===== src/rtl/multicycle_control_unit.sv =====
// multicycle_control_unit
//
// Multi-cycle sequencer for the RV32I datapath. It fetches one instruction
// at a time and decodes R-type, I-type ALU, LW and SW. It then drives the
// datapath control, PC, IR and data-memory strobes through a fixed state
// sequence. PC update and register write each happen once per instruction,
// however many memory wait states occur.
//
// Handshake (both memories): the request stays high every cycle in its
// waiting state until the matching ack is seen high in the same cycle. The
// request drops in the following cycle because the state changes. An ack
// that arrives while its request is low has no effect.
//
// Ports:
//   clk               system clock, rising edge
//   reset             asynchronous, active-low reset
//   instr[31:0]       IR contents, stable from DECODE until the next FETCH
//   imem_ack          instruction memory data valid this cycle
//   dmem_ack          data memory access completes this cycle
//   imem_req          instruction fetch request
//   ir_we             latch instruction memory data into IR
//   pc_we             load PC with PC+4
//   alu_control_en    ALU operation code
//   imm_en            1: immediate is ALU operand B, 0: RS2
//   register_write_en regfile write strobe
//   wb_sel            0: ALU result to regfile, 1: mem_rdata
//   dmem_req          data memory request
//   dmem_we           data memory write (qualified by dmem_req)
//   illegal_instr     one-cycle pulse on an unsupported instruction
//   instret           retired legal instruction count, wraps
//   state_dbg         current FSM state, for debug and checkers
module multicycle_control_unit #(
  parameter int INSTRET_W = 32
) (
  input  logic                 clk,
  input  logic                 reset,
  input  logic [31:0]          instr,
  input  logic                 imem_ack,
  input  logic                 dmem_ack,
  output logic                 imem_req,
  output logic                 ir_we,
  output logic                 pc_we,
  output logic [3:0]           alu_control_en,
  output logic                 imm_en,
  output logic                 register_write_en,
  output logic                 wb_sel,
  output logic                 dmem_req,
  output logic                 dmem_we,
  output logic                 illegal_instr,
  output logic [INSTRET_W-1:0] instret,
  output logic [2:0]           state_dbg
);

  typedef enum logic [2:0] {
    S_IDLE   = 3'd0,
    S_FETCH  = 3'd1,
    S_DECODE = 3'd2,
    S_EXEC   = 3'd3,
    S_MEM    = 3'd4,
    S_WB     = 3'd5
  } state_t;

  localparam logic [6:0] OP_R    = 7'b0110011;
  localparam logic [6:0] OP_I    = 7'b0010011;
  localparam logic [6:0] OP_LOAD = 7'b0000011;
  localparam logic [6:0] OP_STOR = 7'b0100011;

  state_t state;

  // IR is stable from DECODE onward, so the instruction class is decoded
  // combinationally in every state rather than being captured.
  logic [6:0] opcode;
  logic [2:0] f3;
  logic       rd_nz;
  logic       is_r, is_i, is_ld, is_st, is_alu, is_mem, legal;
  logic [3:0] dec_alu;
  logic       dec_imm;

  assign opcode = instr[6:0];
  assign f3     = instr[14:12];
  assign rd_nz  = (instr[11:7] != 5'd0);
  assign is_r   = (opcode == OP_R);
  assign is_i   = (opcode == OP_I);
  assign is_ld  = (opcode == OP_LOAD) && (f3 == 3'b010);
  assign is_st  = (opcode == OP_STOR) && (f3 == 3'b010);
  assign is_alu = is_r || is_i;
  assign is_mem = is_ld || is_st;
  assign legal  = is_alu || is_mem;

  always_comb begin
    dec_alu = 4'b0000;
    dec_imm = 1'b0;
    if (is_r) begin
      // instr[30] distinguishes SUB/SRA; only meaningful for f3 000 and 101.
      dec_alu = {instr[30] & ((f3 == 3'b000) | (f3 == 3'b101)), f3};
      dec_imm = 1'b0;
    end else if (is_i) begin
      // For I-ALU, instr[30] is an immediate bit except in SRAI.
      dec_alu = {instr[30] & (f3 == 3'b101), f3};
      dec_imm = 1'b1;
    end else if (is_mem) begin
      dec_alu = 4'b0000;
      dec_imm = 1'b1;
    end
  end

  // Outputs depend on state and instr. The only same-cycle strobes are
  // ir_we and the store pc_we, which are qualified by the ack their
  // state is waiting on.
  always_comb begin
    imem_req          = 1'b0;
    ir_we             = 1'b0;
    pc_we             = 1'b0;
    alu_control_en    = 4'b0000;
    imm_en            = 1'b0;
    register_write_en = 1'b0;
    wb_sel            = 1'b0;
    dmem_req          = 1'b0;
    dmem_we           = 1'b0;
    illegal_instr     = 1'b0;
    case (state)
      S_FETCH: begin
        imem_req = 1'b1;
        ir_we    = imem_ack;
      end
      S_DECODE: begin
        if (legal) begin
          alu_control_en = dec_alu;
          imm_en         = dec_imm;
        end else begin
          illegal_instr = 1'b1;
          pc_we         = 1'b1;
        end
      end
      S_EXEC: begin
        alu_control_en = dec_alu;
        imm_en         = dec_imm;
        if (is_alu) begin
          register_write_en = rd_nz;
          pc_we             = 1'b1;
        end
      end
      S_MEM: begin
        alu_control_en = dec_alu;
        imm_en         = dec_imm;
        dmem_req       = 1'b1;
        dmem_we        = is_st;
        pc_we          = is_st & dmem_ack;
      end
      S_WB: begin
        alu_control_en    = dec_alu;
        imm_en            = dec_imm;
        register_write_en = rd_nz;
        wb_sel            = 1'b1;
        pc_we             = 1'b1;
      end
      default: ;
    endcase
  end

  always_ff @(posedge clk or negedge reset) begin
    if (!reset) begin
      state   <= S_IDLE;
      instret <= '0;
    end else begin
      case (state)
        S_IDLE:   state <= S_FETCH;
        S_FETCH:  if (imem_ack) state <= S_DECODE;
        S_DECODE: state <= legal ? S_EXEC : S_FETCH;
        S_EXEC: begin
          if (is_mem) begin
            state <= S_MEM;
          end else begin
            state   <= S_FETCH;
            instret <= instret + INSTRET_W'(1);
          end
        end
        S_MEM: begin
          if (dmem_ack) begin
            if (is_st) begin
              state   <= S_FETCH;
              instret <= instret + INSTRET_W'(1);
            end else begin
              state <= S_WB;
            end
          end
        end
        S_WB: begin
          state   <= S_FETCH;
          instret <= instret + INSTRET_W'(1);
        end
        default: state <= S_IDLE;
      endcase
    end
  end

  assign state_dbg = state;

endmodule


===== config.mk =====
export PLATFORM = sky130hd
export DESIGN_NAME = multicycle_control_unit
export DESIGN_NICKNAME = d
export VERILOG_FILES = /design/src/rtl/multicycle_control_unit.sv
export SDC_FILE = /design/constraint.sdc
export NUM_CORES = 1
export LEC_CHECK = 0
export BUFFER_PORTS_ARGS = -buffer_cell sky130_fd_sc_hd__buf_2
export CORE_MARGIN = 3
export CORE_UTILIZATION = 43
export CTS_CLUSTER_DIAMETER = 100
export DETAILED_ROUTE_END_ITERATION = 10
export GPL_ROUTABILITY_DRIVEN = 0
export GPL_TIMING_DRIVEN = 0
export PLACE_DENSITY_LB_ADDON = 0.15
export SETUP_SLACK_MARGIN = 0.3
export SLEW_MARGIN = 20
export SYNTH_ARGS = -nofsm -noshare
export SYNTH_HDL_FRONTEND = slang
export SYNTH_SLANG_ARGS = --single-unit

===== constraint.sdc =====
create_clock -name clk -period 1.65 [get_ports clk]
set_input_delay 0.2475 -clock clk [delete_from_list [all_inputs] [get_ports clk]]
set_output_delay 0.2475 -clock clk [all_outputs]
set_load 0.005 [all_outputs]

==> qor.csv, run 1 <==
metric,value,unit
crit path kind,reg2out,
Die Wd,74.1,microns
die area,5490,sq um
initial antenna violation count,0,
Post-Syn Area per Cell,10.6,sq um
WHS,0.0222,ns
Synth Flop Type,dfrtp_1,
CTS tree,yes,
Worst EP arrival,1.60,ns
period utilization,1.12,
"commonest non-fill, non-tap cell in the layout",buf_2,
most frequent cells in the layout,"63 x buf_2, 31 x dfrtp_1, 15 x buf_4",
Final Hold Fails,0,
drt pass-1 iters,4,
CTS Root Cell,clkbuf_8,
worst-margin pin slew,0.749,ns
TritonCTS buffer count,5,
# IOs,84,
RR Endpoint,instret[27],
fraction of layout cells with a size suffix above 1,0.585,
fin crit period,1.85,ns
post-route ant nets,0,
reg2reg setup slack,-0.16,ns
status,"finished, violations left",
Worst Reg-to-Reg Cells,7,
Worst setup SP type,flop,
number of diodes,0,
crit end category,primary output,
CTS Sinks,35,
post-synthesis sequential area ratio,0.439,
final setup fails,42,
detailed-placement wirelength estimate,3390,microns
H-tree depth,2,
"EDFF count, synth",0,
GRT overflow,0,
Peak VDD IR,0.000785,V
worst-path maximum fanout,5,
Lkg Pwr,1.51,nW
drt total wl,5290,microns
Vias,1797,
Reg2Reg Launch Point,state_dbg[2],
Max Clk Rate,542,MHz
Die Ht,74.1,microns
Core Area,4410,sq um
Inst Count DP,308,
HP Class,in2async,
RSZ-0062 raised after global routing,yes,
Mapped Area,2000,sq um
Maximum Capacitance Violations,0,
Fillers,314,
First DRT Iteration DRCs,69,
Synth Instances,189,
Yosys reg bits,35,
largest buffer count on any clock path,2,
Clock transition at path regs,0.06,ns
Critical Path RT,1.40,ns
slew margin rel.,0.501,
DRC violations left,0,
async set-reset flop share out of synthesis,1.00,
vias in the first global route,1740,
Layout area overhead,57.9,%
yosys warns,0,
failing checks,setup timing,
Cell variety after synth,44,
final critical-path setup slack,-0.195,ns
Port Buffers,67,
Core Rows,24,
setup TNS,-4.88,ns
# nets final,323,
GRT Total Usage,0.201,
Post-Layout Cell Count,336,
global-route wire length before repair,8490,microns
Initial Utilization,0.452,
largest net degree at the start of global routing,36,
power per cell area,1050,nW/um^2
clk_lat worst skew,0.29,ns
vias per inst,5.35,
"Hold-fix buffers, CTS",0,
clk_skew,0.00642,ns
WL/cell,15.7,microns
Final Max Tran Viols,0,
Mapped Nets,228,
## cell type report
| class | count | area [sq um] | share of cell area |
|---|---|---|---|
| Multi-Input combinational cell | 143 | 1440 | 0.456 |
| Sequential cell | 35 | 881 | 0.280 |
| Timing Repair Buffer | 88 | 574 | 0.182 |
| Clock buffer | 6 | 72.6 | 0.0230 |
| Buffer | 6 | 71.3 | 0.0226 |
| Tap cell | 52 | 65.1 | 0.0207 |
| Clock inverter | 1 | 30.0 | 0.00953 |
| Inverter | 5 | 18.8 | 0.00596 |
## cells in the mapped netlist, drive strengths merged (2+ instances only)
| cell type | number | share of area |
|---|---|---|
| dfrtp | 35 | 0.44 |
| xnor2 | 21 | 0.092 |
| nor2 | 16 | 0.030 |
| nand2 | 14 | 0.026 |
| nand3 | 13 | 0.033 |
| nand4 | 10 | 0.039 |
| xor2 | 10 | 0.044 |
| and3 | 6 | 0.020 |
| buf | 6 | 0.023 |
| nor3 | 6 | 0.015 |
| and4 | 5 | 0.023 |
| inv | 5 | 0.0094 |
| nor4b | 5 | 0.040 |
| a21oi | 4 | 0.010 |
| nor4 | 4 | 0.035 |
| and2 | 3 | 0.010 |
| ha | 3 | 0.019 |
| a211o | 2 | 0.010 |
| a31oi | 2 | 0.0063 |
| nand3b | 2 | 0.0075 |
| o211ai | 2 | 0.0075 |
| o21ai | 2 | 0.0050 |
## per-stage QoR
step / total power [mW] / area, sq um / util / setup slack (ns)
3_3_place_gp: 1.95 / 2540 / 0.575 / -0.248
5_1_grt: 3.49 / 3150 / 0.714 / -0.300
4_1_cts: 3.08 / 2960 / 0.670 / -0.181
6_report: 3.30 / 3150 / 0.714 / -0.195
3_5_place_dp: 1.96 / 2540 / 0.575 / -0.251
2_1_floorplan: 1.66 / 2140 / - / -0.0291
## logic make-up (layout without fill, tap and decap cells)
group | Yosys count | in the layout | share of synthesized area
XOR/XNOR | 31 | 31 | 0.136
multiplexers | 1 | 1 | 0.00564
AO/OA/AOI/OAI | 17 | 17 | 0.0621
buffers and inverters | 11 | 106 | 0.0320
adder cells (fa/ha/maj) | 3 | 3 | 0.0188
AND/OR/NAND/NOR | 91 | 91 | 0.307
flip-flops | 35 | 35 | 0.439
## worst max path at each step
stage	start	endpoint	slack, ns	depth (start not counted)
after floorplan	state_dbg[2]	instret[21]	-0.03	7
after global placement	instr[14]	instret[23]	-0.25	8
after detailed placement	instr[14]	instret[21]	-0.25	8
after CTS	state_dbg[2]	pc_we	-0.18	7
after global routing	state_dbg[2]	pc_we	-0.30	7
final	state_dbg[2]	pc_we	-0.20	6
## power by group
| group | leakage [nW] | switching (mW) | internal, mW | total, mW |
|---|---|---|---|---|
| clock | 0.0513 | 0.295 | 0.442 | 0.737 |
| combinational | 1.02 | 0.706 | 0.758 | 1.46 |
| sequential | 0.435 | 0.150 | 0.951 | 1.10 |
## flip-flops by register name (all words and copies together) (netlist names)
register and cells:
instret 32, state_dbg 3
## worst max-delay path: stages, from the launching register on
cell,delay (ns)
dfrtp_1,0.41
buf_6,0.14
nor2_4,0.12
a31oi_2,0.12
mux2_4,0.28
a21oi_2,0.12
buf_2,0.12
## routing by layer
layer / track usage / routed length [microns]
met1: 0.271 / 2330
met4: 0.0604 / 91
met2: 0.325 / 2610
met3: 0.0405 / 249
met5: 0 / 0
## repair_timing
action                     CTS  global route
setup endpoints to repair   47            48
gates resized for setup     42            23
gates cloned                 2             1
pin swaps                   24            11
buffers inserted            12             6
No activity file was read; power rests on OpenSTA's default activity.
==> run 2, diff against run 1 <==
--- a/config.mk
+++ b/config.mk
@@ -13,6 +13,7 @@
 export GPL_ROUTABILITY_DRIVEN = 0
 export GPL_TIMING_DRIVEN = 0
 export PLACE_DENSITY_LB_ADDON = 0.15
+export RECOVER_POWER = 50
 export SETUP_SLACK_MARGIN = 0.3
 export SLEW_MARGIN = 20
 export SYNTH_ARGS = -nofsm -noshare
==> qor.csv, run 2 (synthesis results as in run 1) <==
metric,value,unit
post-route ant nets,0,
combinational fraction of design power,0.443,
"Hold-fix buffers, CTS",0,
Largest Register,instret,
Port Buffers,67,
post-placement worst setup slack,-0.251,ns
Layout area overhead,57.9,%
Fillers,314,
die area,5490,sq um
most frequent cells in the layout,"62 x buf_2, 31 x dfrtp_1, 15 x buf_4",
worst path cell trace,"buf_6, nor2_4, a31oi_2, mux2_4, a21oi_2, buf_2",
crit path kind,reg2out,
setup TNS,-4.88,ns
RSZ-0062 raised after global routing,yes,
final instance area,3150,sq um
DP Area,2540,sq um
H-tree depth,2,
Crit. path cell count,6,
CTS tree,yes,
fraction of layout cells with a size suffix above 1,0.585,
Post-Layout Cell Count,336,
clk_skew,0.00679,ns
RR Endpoint,instret[27],
fin crit period,1.85,ns
GRT overflow,0,
TritonCTS buffer count,5,
Die Wd,74.1,microns
Core Area,4410,sq um
First DRT Iteration DRCs,69,
Final Max Tran Viols,0,
drt pass-1 iters,4,
Die Ht,74.1,microns
Worst setup SP type,flop,
initial antenna violation count,0,
Max Clk Rate,542,MHz
largest buffer count on any clock path,2,
vias in the first global route,1740,
Critical Path RT,1.40,ns
WL/cell,15.7,microns
HP Class,in2async,
slew margin rel.,0.441,
CP peak stage delay,0.41,ns
Vias,1799,
# IOs,84,
crit path launch,state_dbg[2],
Lkg Pwr,1.51,nW
crit-path leading delay family,flip-flops,
detailed-placement wirelength estimate,3390,microns
Pint,2.15,mW
Clk pwr share,0.223,
# nets final,323,
Inst Count DP,308,
vias per inst,5.35,
CTS Sinks,35,
worst-margin pin slew,0.838,ns
period utilization,1.12,
CTS Root Cell,clkbuf_8,
Maximum Capacitance Violations,0,
switching power,1.15,mW
Flop pwr share,0.333,
crit end category,primary output,
Peak VDD IR,0.000785,V
max reg flops,32,
crit path buf inv count,2,
reg2reg setup slack,-0.16,ns
Switching Fraction,0.349,
slowest CP cell,dfrtp_1,
Clock transition at path regs,0.06,ns
DRC violations left,0,
Final Hold Fails,0,
GRT Total Usage,0.201,
drt total wl,5290,microns
largest net degree at the start of global routing,36,
status,"finished, violations left",
Initial Utilization,0.452,
clk_lat worst skew,0.29,ns
"commonest non-fill, non-tap cell in the layout",buf_2,
Core Rows,24,
worst setup path end,pc_we,
power per cell area,1050,nW/um^2
final setup fails,42,
number of diodes,0,
Reg2Reg Launch Point,state_dbg[2],
Worst Reg-to-Reg Cells,7,
Tot Pwr,3.30,mW
worst-path maximum fanout,5,
final critical-path setup slack,-0.195,ns
failing checks,setup timing,
global-route wire length before repair,8490,microns
Worst EP arrival,1.60,ns
run 2: cell count changes in the layout (fill, tap and decap cells not counted), sizes merged:
cell	before	now
buf	93	92
clkbuf	7	8
run 2: worst min-delay path by stage:
stage / slack [ns] / to / from
after floorplan: -0.05 / instret[0] / reset
after global placement: 0.37 / state_dbg[0] / reset
after detailed placement: 0.36 / state_dbg[0] / reset
after CTS: 0.05 / state_dbg[0] / reset
after global routing: 0.13 / state_dbg[0] / reset
final: 0.05 / state_dbg[0] / reset
run 2: layout make-up:
class | count | area, sq um | share of cell area
Buffer | 6 | 71.3 | 0.0226
Clock buffer | 6 | 72.6 | 0.0230
Clock inverter | 1 | 30.0 | 0.00953
Inverter | 5 | 18.8 | 0.00596
Multi-Input combinational cell | 143 | 1440 | 0.456
Sequential cell | 35 | 881 | 0.280
Tap cell | 52 | 65.1 | 0.0207
Timing Repair Buffer | 88 | 574 | 0.182
run 2: repair_timing:
item / in CTS / in global routing
pin swaps: 24 / 11
endpoints found under the hold margin: 0 / 0
gates resized for setup: 42 / 23
buffers inserted: 12 / 6
gates cloned: 2 / 1
endpoints found under the setup margin: 47 / 48
run 2: per-stage QoR:
stage                util  hold WS (ns)
detailed placement  0.575         0.361
global placement    0.575         0.366
finish              0.714        0.0508
floorplan               -       -0.0481
global route        0.714         0.126
CTS                 0.670        0.0512
run 2: routing by layer:
metal | share of wire | track usage | wire length (microns) | vias up
li1 | - | - | - | 870
met1 | 0.44 | 0.271 | 2330 | 874
met2 | 0.50 | 0.325 | 2620 | 46
met3 | 0.047 | 0.0405 | 251 | 9
met4 | 0.017 | 0.0604 | 91 | 0
met5 | 0 | 0 | 0 | -
run 2: power groups by stage:
| stage | sequential (mW) | clock [mW] | combinational, mW |
|---|---|---|---|
| 6_report | 1.10 | 0.738 | 1.46 |
| 5_1_grt | 1.12 | 0.782 | 1.59 |
| 4_1_cts | 1.08 | 0.755 | 1.24 |
| 3_5_place_dp | 1.09 | 0 | 0.874 |
| 3_3_place_gp | 1.09 | 0 | 0.862 |
| 2_1_floorplan | 1.07 | 0 | 0.590 |
